$ cat src/rtl/stack_arb_ctrl.sv
`default_nettype none
// ============================================================================
//  Module      : stack_arb_ctrl
//  Description : Sequencing and arbitration controller for an 8x4 stack memory.
//                Two requesters (A, B) issue push/pop requests. At most one
//                operation is granted per cycle, using round-robin between
//                eligible requesters. The block owns the top-of-stack pointer
//                and the full/empty state. It drives the memory's push/pop
//                enables and tags returning pop data with the requester ID.
//  Optional    : define STACK_ARB_CTRL_ERRCNT_EN to add err_cnt, a saturating
//                8-bit count of cycles with an overflow/underflow condition.
//  Ports       : clk, rst_n (sync, active-low)
//                a_push/a_pop/a_data, b_push/b_pop/b_data  - requests
//                a_gnt, b_gnt                               - grants (comb)
//                pushenbl, popenbl, pushdatain, tos         - memory drive
//                stack_full, stack_empty                    - registered status
//                rd_valid, rd_id                            - pop data tag
//                ovf_err, unf_err                           - sticky errors
//                err_cnt                                    - optional counter
//  Revision    : 1.0 - initial release
// ============================================================================
module stack_arb_ctrl #(
    parameter int DEPTH = 8,
    parameter int AW    = 3,
    parameter int DW    = 4
) (
    input  logic          clk,
    input  logic          rst_n,
    input  logic          a_push,
    input  logic          a_pop,
    input  logic [DW-1:0] a_data,
    input  logic          b_push,
    input  logic          b_pop,
    input  logic [DW-1:0] b_data,
    output logic          a_gnt,
    output logic          b_gnt,
    output logic          pushenbl,
    output logic          popenbl,
    output logic [AW-1:0] tos,
    output logic          stack_full,
    output logic          stack_empty,
    output logic [DW-1:0] pushdatain,
    output logic          rd_valid,
    output logic          rd_id,
`ifdef STACK_ARB_CTRL_ERRCNT_EN
    output logic [7:0]    err_cnt,
`endif
    output logic          ovf_err,
    output logic          unf_err
);

    localparam logic [AW:0]   c_full_cnt = (AW+1)'(DEPTH);
    localparam logic [AW:0]   c_last_cnt = (AW+1)'(DEPTH - 1);
    localparam logic [AW:0]   c_cnt_one  = (AW+1)'(1);
    localparam logic [AW-1:0] c_tos_one  = AW'(1);

    logic [AW-1:0] r_tos;
    logic [AW:0]   r_count;
    logic          r_full;
    logic          r_empty;
    logic          r_rr_b;      // 1: B wins the next contention cycle
    logic          r_rd_valid;
    logic          r_rd_id;
    logic          r_ovf;
    logic          r_unf;

    logic w_a_ill, w_b_ill;
    logic w_a_push, w_a_pop, w_b_push, w_b_pop;
    logic w_a_elig, w_b_elig;
    logic w_a_gnt, w_b_gnt;
    logic w_push, w_pop;
    logic w_ovf, w_unf;

    always_comb begin
        // Push and pop together from one requester is treated as no request.
        w_a_ill  = a_push & a_pop;
        w_b_ill  = b_push & b_pop;
        w_a_push = a_push & ~a_pop;
        w_a_pop  = a_pop  & ~a_push;
        w_b_push = b_push & ~b_pop;
        w_b_pop  = b_pop  & ~b_push;

        w_a_elig = (w_a_push & ~r_full) | (w_a_pop & ~r_empty);
        w_b_elig = (w_b_push & ~r_full) | (w_b_pop & ~r_empty);

        // A sole eligible requester wins. Under contention, the pointer decides.
        w_a_gnt  = w_a_elig & (~w_b_elig | ~r_rr_b);
        w_b_gnt  = w_b_elig & (~w_a_elig |  r_rr_b);

        w_push   = (w_a_gnt & w_a_push) | (w_b_gnt & w_b_push);
        w_pop    = (w_a_gnt & w_a_pop)  | (w_b_gnt & w_b_pop);

        // Ineligible requests flag an error even if the other side is granted.
        w_ovf    = w_a_ill | w_b_ill | ((w_a_push | w_b_push) & r_full);
        w_unf    = w_a_ill | w_b_ill | ((w_a_pop  | w_b_pop)  & r_empty);
    end

    always_ff @(posedge clk) begin
        if (!rst_n) begin
            r_tos      <= '0;
            r_count    <= '0;
            r_full     <= 1'b0;
            r_empty    <= 1'b1;
            r_rr_b     <= 1'b0;
            r_rd_valid <= 1'b0;
            r_rd_id    <= 1'b0;
            r_ovf      <= 1'b0;
            r_unf      <= 1'b0;
        end else begin
            if (w_push) begin
                r_empty <= 1'b0;
                // The last push fills the top slot in place; tos stays at DEPTH-1.
                if (r_count == c_last_cnt) begin
                    r_count <= c_full_cnt;
                    r_full  <= 1'b1;
                end else begin
                    r_count <= r_count + c_cnt_one;
                    r_tos   <= r_tos + c_tos_one;
                end
            end else if (w_pop) begin
                // When the stack is full, the memory reads at tos itself, so tos holds.
                if (r_full) begin
                    r_count <= c_last_cnt;
                    r_full  <= 1'b0;
                end else begin
                    r_count <= r_count - c_cnt_one;
                    r_tos   <= r_tos - c_tos_one;
                    r_empty <= (r_count == c_cnt_one);
                end
            end

            if (w_a_gnt | w_b_gnt)
                r_rr_b <= w_a_gnt;

            r_rd_valid <= w_pop;
            if (w_pop)
                r_rd_id <= w_b_gnt;

            r_ovf <= r_ovf | w_ovf;
            r_unf <= r_unf | w_unf;
        end
    end

`ifdef STACK_ARB_CTRL_ERRCNT_EN
    logic [7:0] r_err_cnt;

    always_ff @(posedge clk) begin
        if (!rst_n)
            r_err_cnt <= 8'd0;
        else if ((w_ovf | w_unf) && (r_err_cnt != 8'hFF))
            r_err_cnt <= r_err_cnt + 8'd1;
    end

    assign err_cnt = r_err_cnt;
`endif

    assign a_gnt       = w_a_gnt;
    assign b_gnt       = w_b_gnt;
    assign pushenbl    = w_push;
    assign popenbl     = w_pop;
    assign pushdatain  = w_b_gnt ? b_data : a_data;
    assign tos         = r_tos;
    assign stack_full  = r_full;
    assign stack_empty = r_empty;
    assign rd_valid    = r_rd_valid;
    assign rd_id       = r_rd_id;
    assign ovf_err     = r_ovf;
    assign unf_err     = r_unf;

endmodule
`default_nettype wire

$ cat config.mk
export PLATFORM = sky130hd
export DESIGN_NAME = stack_arb_ctrl
export DESIGN_NICKNAME = d
export VERILOG_FILES = /design/src/rtl/stack_arb_ctrl.sv
export SDC_FILE = /design/constraint.sdc
export NUM_CORES = 1
export LEC_CHECK = 0
export CAP_MARGIN = 10
export CORE_UTILIZATION = 40
export CTS_CLUSTER_SIZE = 40
export DETAILED_ROUTE_END_ITERATION = 10
export HOLD_SLACK_MARGIN = 0.06
export PLACE_DENSITY = 0.72
export SLEW_MARGIN = 20
export SYNTH_ARGS = -nofsm -noshare
export SYNTH_HDL_FRONTEND = slang
export SYNTH_SLANG_ARGS = --single-unit
$ cat constraint.sdc
create_clock -name clk -period 6 [get_ports clk]
set_input_delay 1.5 -clock clk [delete_from_list [all_inputs] [get_ports clk]]
set_output_delay 1.5 -clock clk [all_outputs]
set_load 0.03 [all_outputs]
**After elaboration in Yosys (flattened, before gate mapping)**

Index checks and enable logic that the tools add are counted.

- Order comparisons: 0
- Muxes and demuxes: 15
- Div/mod/pow operators: 0
- Reductions and logical operators: 4
- Bitwise logic cells: 41
- Shifts and indexed selects: 0
- Equal/unequal tests: 5
- $add $sub $neg: 4
- $mul: 0

Operators with widths:

| kind | number |
|---|---|
| $mux W4 | 5 |
| $and A1 B1 Y1 | 18 |
| $or A1 B1 Y1 | 14 |
| $mux W3 | 4 |
| $not A1 Y1 | 9 |
| $mux W1 | 6 |
| $add A4 B1 Y4 const B | 1 |
| $eq A4 B1 Y1 const B | 1 |
| $eq A4 B3 Y1 const B | 1 |
| $ne A2 B2 Y1 const B | 2 |
| $reduce_and A2 Y1 | 2 |
| $sub A4 B1 Y4 const B | 1 |
| $add A3 B1 Y3 const B | 1 |
| $reduce_and A3 Y1 | 1 |
| $sub A3 B1 Y3 const B | 1 |
| $ne A2 B1 Y1 const B | 1 |
| $reduce_bool A2 Y1 | 1 |

- Memories kept: 0
- Memory bits (read-only): 0
- Bits of input ports: 14
- Register bits: 14
- Latch bits: 0
- RAM bits: 0
- Output and inout bits: 17
- Logic and storage cells: 78

**Logic depth before layout (Yosys ltp)**

- Depth after elaboration: 11
- Depth in mapped cells: 9
- Mapped depth without buffers: 7

**Worst setup path after synthesis**

No wires, ideal clock.

- Kind: input-to-output
- Start: in a_pop
- End: out pushdatain[0]
- Path slack: 1.713 ns
- Buffers on the path: 0
- Data required time: 4.500 ns
- Stages on the path: 5
- Arrival time: 2.787 ns
- Path through: inv_1 -> nor3_2 -> nor2_1 -> o22a_1 -> mux2_1

- Cells in the longest elaborated chain, start to end: 8
- Elaborated cells on any way between the ends: 10
- Those cells by class: mux: 1; bitwise: 9

RTL lines:

| element | RTL line | text |
|---|---|---|
| start: declaration | 30 | `input logic a_pop,` |
| $not A1 Y1 | 78 | `w_a_push = a_push & ~a_pop;` |
| $and A1 B1 Y1 | 78 |  |
| $and A1 B1 Y1 | 83 | `w_a_elig = (w_a_push & ~r_full) \| (w_a_pop & ~r_empty);` |
| $or A1 B1 Y1 * | 83 |  |
| $not A1 Y1 * | 88 | `w_b_gnt = w_b_elig & (~w_a_elig \| r_rr_b);` |
| $or A1 B1 Y1 * | 88 |  |
| $and A1 B1 Y1 * | 88 |  |
| net b_gnt | 36 | `output logic b_gnt,` |
| $mux W4 * | 161 | `assign pushdatain = w_b_gnt ? b_data : a_data;` |
| end: declaration | 42 | `output logic [DW-1:0] pushdatain,` |

Mark *: on every way through the listed nets, which the timed path passes. The rest lies on a longest branch.

**Worst setup path after layout**

- Start: in a_push
- End: out pushdatain[0]

- Cells in the longest elaborated chain, start to end: 8
- Elaborated cells on any way between the ends: 10
- Those cells by class: mux: 1; bitwise: 9

RTL lines:

| element | RTL line | text |
|---|---|---|
| start: declaration | 29 | `input logic a_push,` |
| $not A1 Y1 | 79 | `w_a_pop = a_pop & ~a_push;` |
| $and A1 B1 Y1 | 79 |  |
| $and A1 B1 Y1 | 83 |  |
| $or A1 B1 Y1 * | 83 |  |
| $not A1 Y1 * | 88 |  |
| $or A1 B1 Y1 * | 88 |  |
| $and A1 B1 Y1 * | 88 |  |
| $mux W4 * | 161 |  |

Every way passes the cells marked *; elsewhere a longest branch is shown, timed or not.

==> impl_summary.log <==
INFO  metric worst_slew_pin_slew = 0.453 ns
INFO  metric synthesis.nets = roughly 120
INFO  metric finalWorstPathRequiredPeriod = approximately 5.3 ns
INFO  metric cts.reportedPaths.clkPinSlew = around 0.080 ns
INFO  metric nets = ~150
INFO  metric count_of_cell_types_in_the_netlist = 42
INFO  metric sequential_cell_area = between 200 and 300 µm²
INFO  metric utilization = 60.7%
INFO  metric timing.fmax = roughly 0.19 GHz
INFO  metric drt.antenna.violating_nets = 0
INFO  metric most_common_library_cell_in_the_layout_ignoring_fill_and_taps = sky130_fd_sc_hd__clkdlybuf4s50_1
INFO  metric final_hold_viol_count = 0
INFO  metric worstHoldStart = unf_err
INFO  metric netlist.area_leader.share = 31.2%
INFO  metric tritoncts.num_buffers = 3
INFO  metric number_of_cells_on_the_worst_hold_path = 2
INFO  metric skew_pair_late_insertion_delay = roughly 0.28 ns
INFO  metric post_synth.cell_area_avg = 8.71 µm²
INFO  metric worstSetupStartpointType = primary input
INFO  metric cts_hold_buffers = 0
INFO  metric worst-endpoint-arrival = 3.81 ns
INFO  metric yosys_reg_bits = 14
INFO  metric dp_hpwl = ~1500 µm
INFO  metric max-clock-path-buffers = 2
INFO  metric max_cap_viols = 0
INFO  metric globalRouteOverflowTotal = 0
INFO  metric drive_above_1_share = under 10%
INFO  metric cpLargestDelayFamily = buffers and inverters
INFO  metric path_depth = 6
INFO  metric total_leakage_power = ~0.50 nW
INFO  metric pre_cts_ws = 0.689 ns
INFO  metric worstPathMaxFanout = 7
INFO  metric worstReg2RegEnd = tos[2]
INFO  metric num_rows = 16
INFO  metric die-area = between 0.002 and 0.0025 mm²
INFO  metric tritoncts_num_sinks = 14
INFO  metric tritoncts_clock_tree = built
INFO  metric gp_congestion = a little over 0.8
INFO  metric avgViaCountPerCell = around 5.2
INFO  metric outcome = complete, no violations
INFO  metric critical-path-max-stage-delay = between 0.5 and 0.6 ns
INFO  metric power_per_cell_area = ~220 mW/mm²
INFO  metric fin_skew = 0.00477 ns
INFO  metric violation_count_after_the_first_detailed_route_iteration = 8
INFO  metric setup_tns = 0 ns
INFO  metric timing.rr.start = stack_empty
INFO  metric yosys-top-cells-area = sky130_fd_sc_hd__dfxtp_1, sky130_fd_sc_hd__ha_1, sky130_fd_sc_hd__mux2_1
INFO  metric synth_edf_count = 0
INFO  metric post-route-worst-setup-slack = 0.689 ns
INFO  metric nFillCells = between 150 and 200
INFO  metric drt_pass1_iterations = 3
INFO  metric initial_utilization = a little over two fifths
INFO  metric setup_slack_reg_to_reg = just under 4 ns
INFO  metric port-buffer-count = 30
INFO  metric drc_errors = 0
INFO  metric setup_repair_after_global_routing_missed_its_margin = no
INFO  metric cts-root-buf = sky130_fd_sc_hd__clkbuf_4
INFO  metric insertedDiodeCount = 0
INFO  metric final_cell_mix = sky130_fd_sc_hd__clkdlybuf4s50_1, sky130_fd_sc_hd__dfxtp_1, sky130_fd_sc_hd__nor2_1, sky130_fd_sc_hd__nand2_1, sky130_fd_sc_hd__inv_1
INFO  metric detail_route.wl_per_cell = approximately 13 µm
INFO  metric critical_path.most_common_cell = sky130_fd_sc_hd__clkdlybuf4s50_1
INFO  metric netlist_instances = a little over 100
INFO  metric maxSlewViolCount = 0
INFO  metric dieWidth = 49.4 µm
INFO  metric grt_first_pass_wirelength = approximately 3400 µm
INFO  metric routed_wirelength = around 2000 µm
INFO  metric vdd.ir_drop.worst = between 0.0001 and 0.00015 V
INFO  metric ys_async_sr_fraction = 0%
INFO  metric hold-path-endpoint = unf_err
INFO  metric post_synth_instance_area = between 800 and 900 µm²
INFO  metric worst_reg2reg_path_length_in_cells = 8
INFO  metric slowest_stage = sky130_fd_sc_hd__clkdlybuf4s50_1
INFO  metric post_cts_resized = 0
INFO  metric die-height = approximately 49 µm
INFO  metric grt_antenna_before_repair = 0
INFO  metric count_of_h_tree_levels_built_during_cts = 1
INFO  metric timing.setup.critical_path_class = in2out
INFO  metric cp.required = 4.50 ns
INFO  metric hold_path.class = reg2reg
INFO  metric cp_cell_sequence = clkdlybuf4s50_1, nor3b_1, nor2_1, o22a_1, mux2_1, clkdlybuf4s50_1
INFO  metric synth_largest_area_cell = sky130_fd_sc_hd__dfxtp_1
INFO  metric io-pin-count = 31
INFO  metric finalSetupViolCount = 0
INFO  metric post_cts_setup_buffer_count = 0
INFO  metric yosys_warnings = 0
INFO  metric worstPathBufferInverterCount = 2
INFO  metric multi_input_logic_area = roughly 560 µm²
INFO  metric flow.area_growth_from_synthesis = 38.1%
INFO  metric grt_pass1_vias = between 700 and 800
INFO  metric grt_start_max_net_pins = 14
INFO  metric setup.worst_path.end_class = output pin
INFO  metric slew_headroom = 69.7%
INFO  metric layout_worst_path_cycle_share = roughly 89%
INFO  metric synth-seq-area-share = approximately 31%
INFO  metric core = between 0.002 and 0.0025 mm²
INFO  metric globalRouteTotalUtil = between 10% and 20%
INFO  metric num_vias = 838
INFO  metric yosys_most_used_dff = sky130_fd_sc_hd__dfxtp_1
[where the power goes]
| group | switching (mW) | leakage (nW) | total (mW) | internal (mW) |
|---|---|---|---|---|
| Sequential | 0.0124 | 0.115 | 0.115 | 0.103 |
| Combinational | 0.0569 | 0.367 | 0.110 | 0.0527 |
| Clock | 0.0295 | 0.0138 | 0.0527 | 0.0233 |
[flip-flops by register name, summed over array words and instances, names as in the netlist]
| signal | count |
|---|---|
| stack_empty | 1 |
| r_rr_b | 1 |
| stack_full | 1 |
| ovf_err | 1 |
| rd_id | 1 |
| unf_err | 1 |
| rd_valid | 1 |
| tos | 3 |
| r_count | 4 |
[synthesized netlist by cell type, types with 2 or more instances]
| cell type | count |
|---|---|
| sky130_fd_sc_hd__nand3_1 | 2 |
| sky130_fd_sc_hd__mux2_1 | 4 |
| sky130_fd_sc_hd__dfxtp_1 | 14 |
| sky130_fd_sc_hd__mux2i_1 | 3 |
| sky130_fd_sc_hd__nand2b_1 | 2 |
| sky130_fd_sc_hd__nor3_1 | 4 |
| sky130_fd_sc_hd__inv_1 | 6 |
| sky130_fd_sc_hd__or4b_1 | 2 |
| sky130_fd_sc_hd__nor3b_1 | 4 |
| sky130_fd_sc_hd__nand2_1 | 7 |
| sky130_fd_sc_hd__ha_1 | 4 |
| sky130_fd_sc_hd__a21oi_1 | 4 |
| sky130_fd_sc_hd__a21oi_4 | 2 |
| sky130_fd_sc_hd__o21ai_1 | 3 |
| sky130_fd_sc_hd__xor2_1 | 2 |
| sky130_fd_sc_hd__nor2_1 | 12 |
| sky130_fd_sc_hd__clkbuf_1 | 3 |
[layer usage]
metal / GRT usage (%) / up-vias / share of wire, %
met5: 0 / - / 0
met1: 23.3 / 383 / 49
met2: 29.5 / 14 / 46
li1: - / 437 / -
met3: 3.12 / 4 / 2.5
met4: 11.8 / 0 / 2.0
[kinds of logic after synthesis]
logic type | Yosys count | share of synthesized area [%]
fa+ha+maj | 4 | 5.58
flops | 14 | 31.2
simple gates | 38 | 22.9
buf+inv | 12 | 6.14
mux | 7 | 8.37
compound gates | 25 | 22.9
xor+xnor | 3 | 2.93
[tightest hold or removal path: stages, from the launching register on]
cell and delay (ns):
sky130_fd_sc_hd__dfxtp_1 0.33, sky130_fd_sc_hd__nor3_1 0.05, sky130_fd_sc_hd__nor2_1 0.06
[metrics by stage]
| stage | instances | hold WS (ns) | total power, mW | cell area [µm²] |
|---|---|---|---|---|
| after floorplan | 103 | 0.501 | 0.187 | 897 |
| after global placement | 157 | 0.459 | 0.225 | 1220 |
| after detailed placement | 157 | 0.463 | 0.227 | 1220 |
| after CTS | 160 | 0.484 | 0.282 | 1240 |
| after global routing | 160 | 0.503 | 0.297 | 1240 |
| final | 160 | 0.478 | 0.278 | 1240 |
[layout make-up]
type                            count  area share [%]
Sequential cell                    14            22.6
Inverter                            8            2.63
Multi-Input combinational cell     77            45.4
Tap cell                           27            2.73
Clock buffer                        3            1.82
Timing Repair Buffer               31            24.8
[how the worst max path moves through the flow]
stage,endpoint,start
5_1_grt,pushdatain[0],a_pop
3_5_place_dp,pushdatain[0],a_pop
2_1_floorplan,pushdatain[0],a_pop
6_report,pushdatain[0],a_push
3_3_place_gp,pushdatain[2],a_push
4_1_cts,pushdatain[0],a_pop
Note: power is estimated with default switching activity, not from simulation.
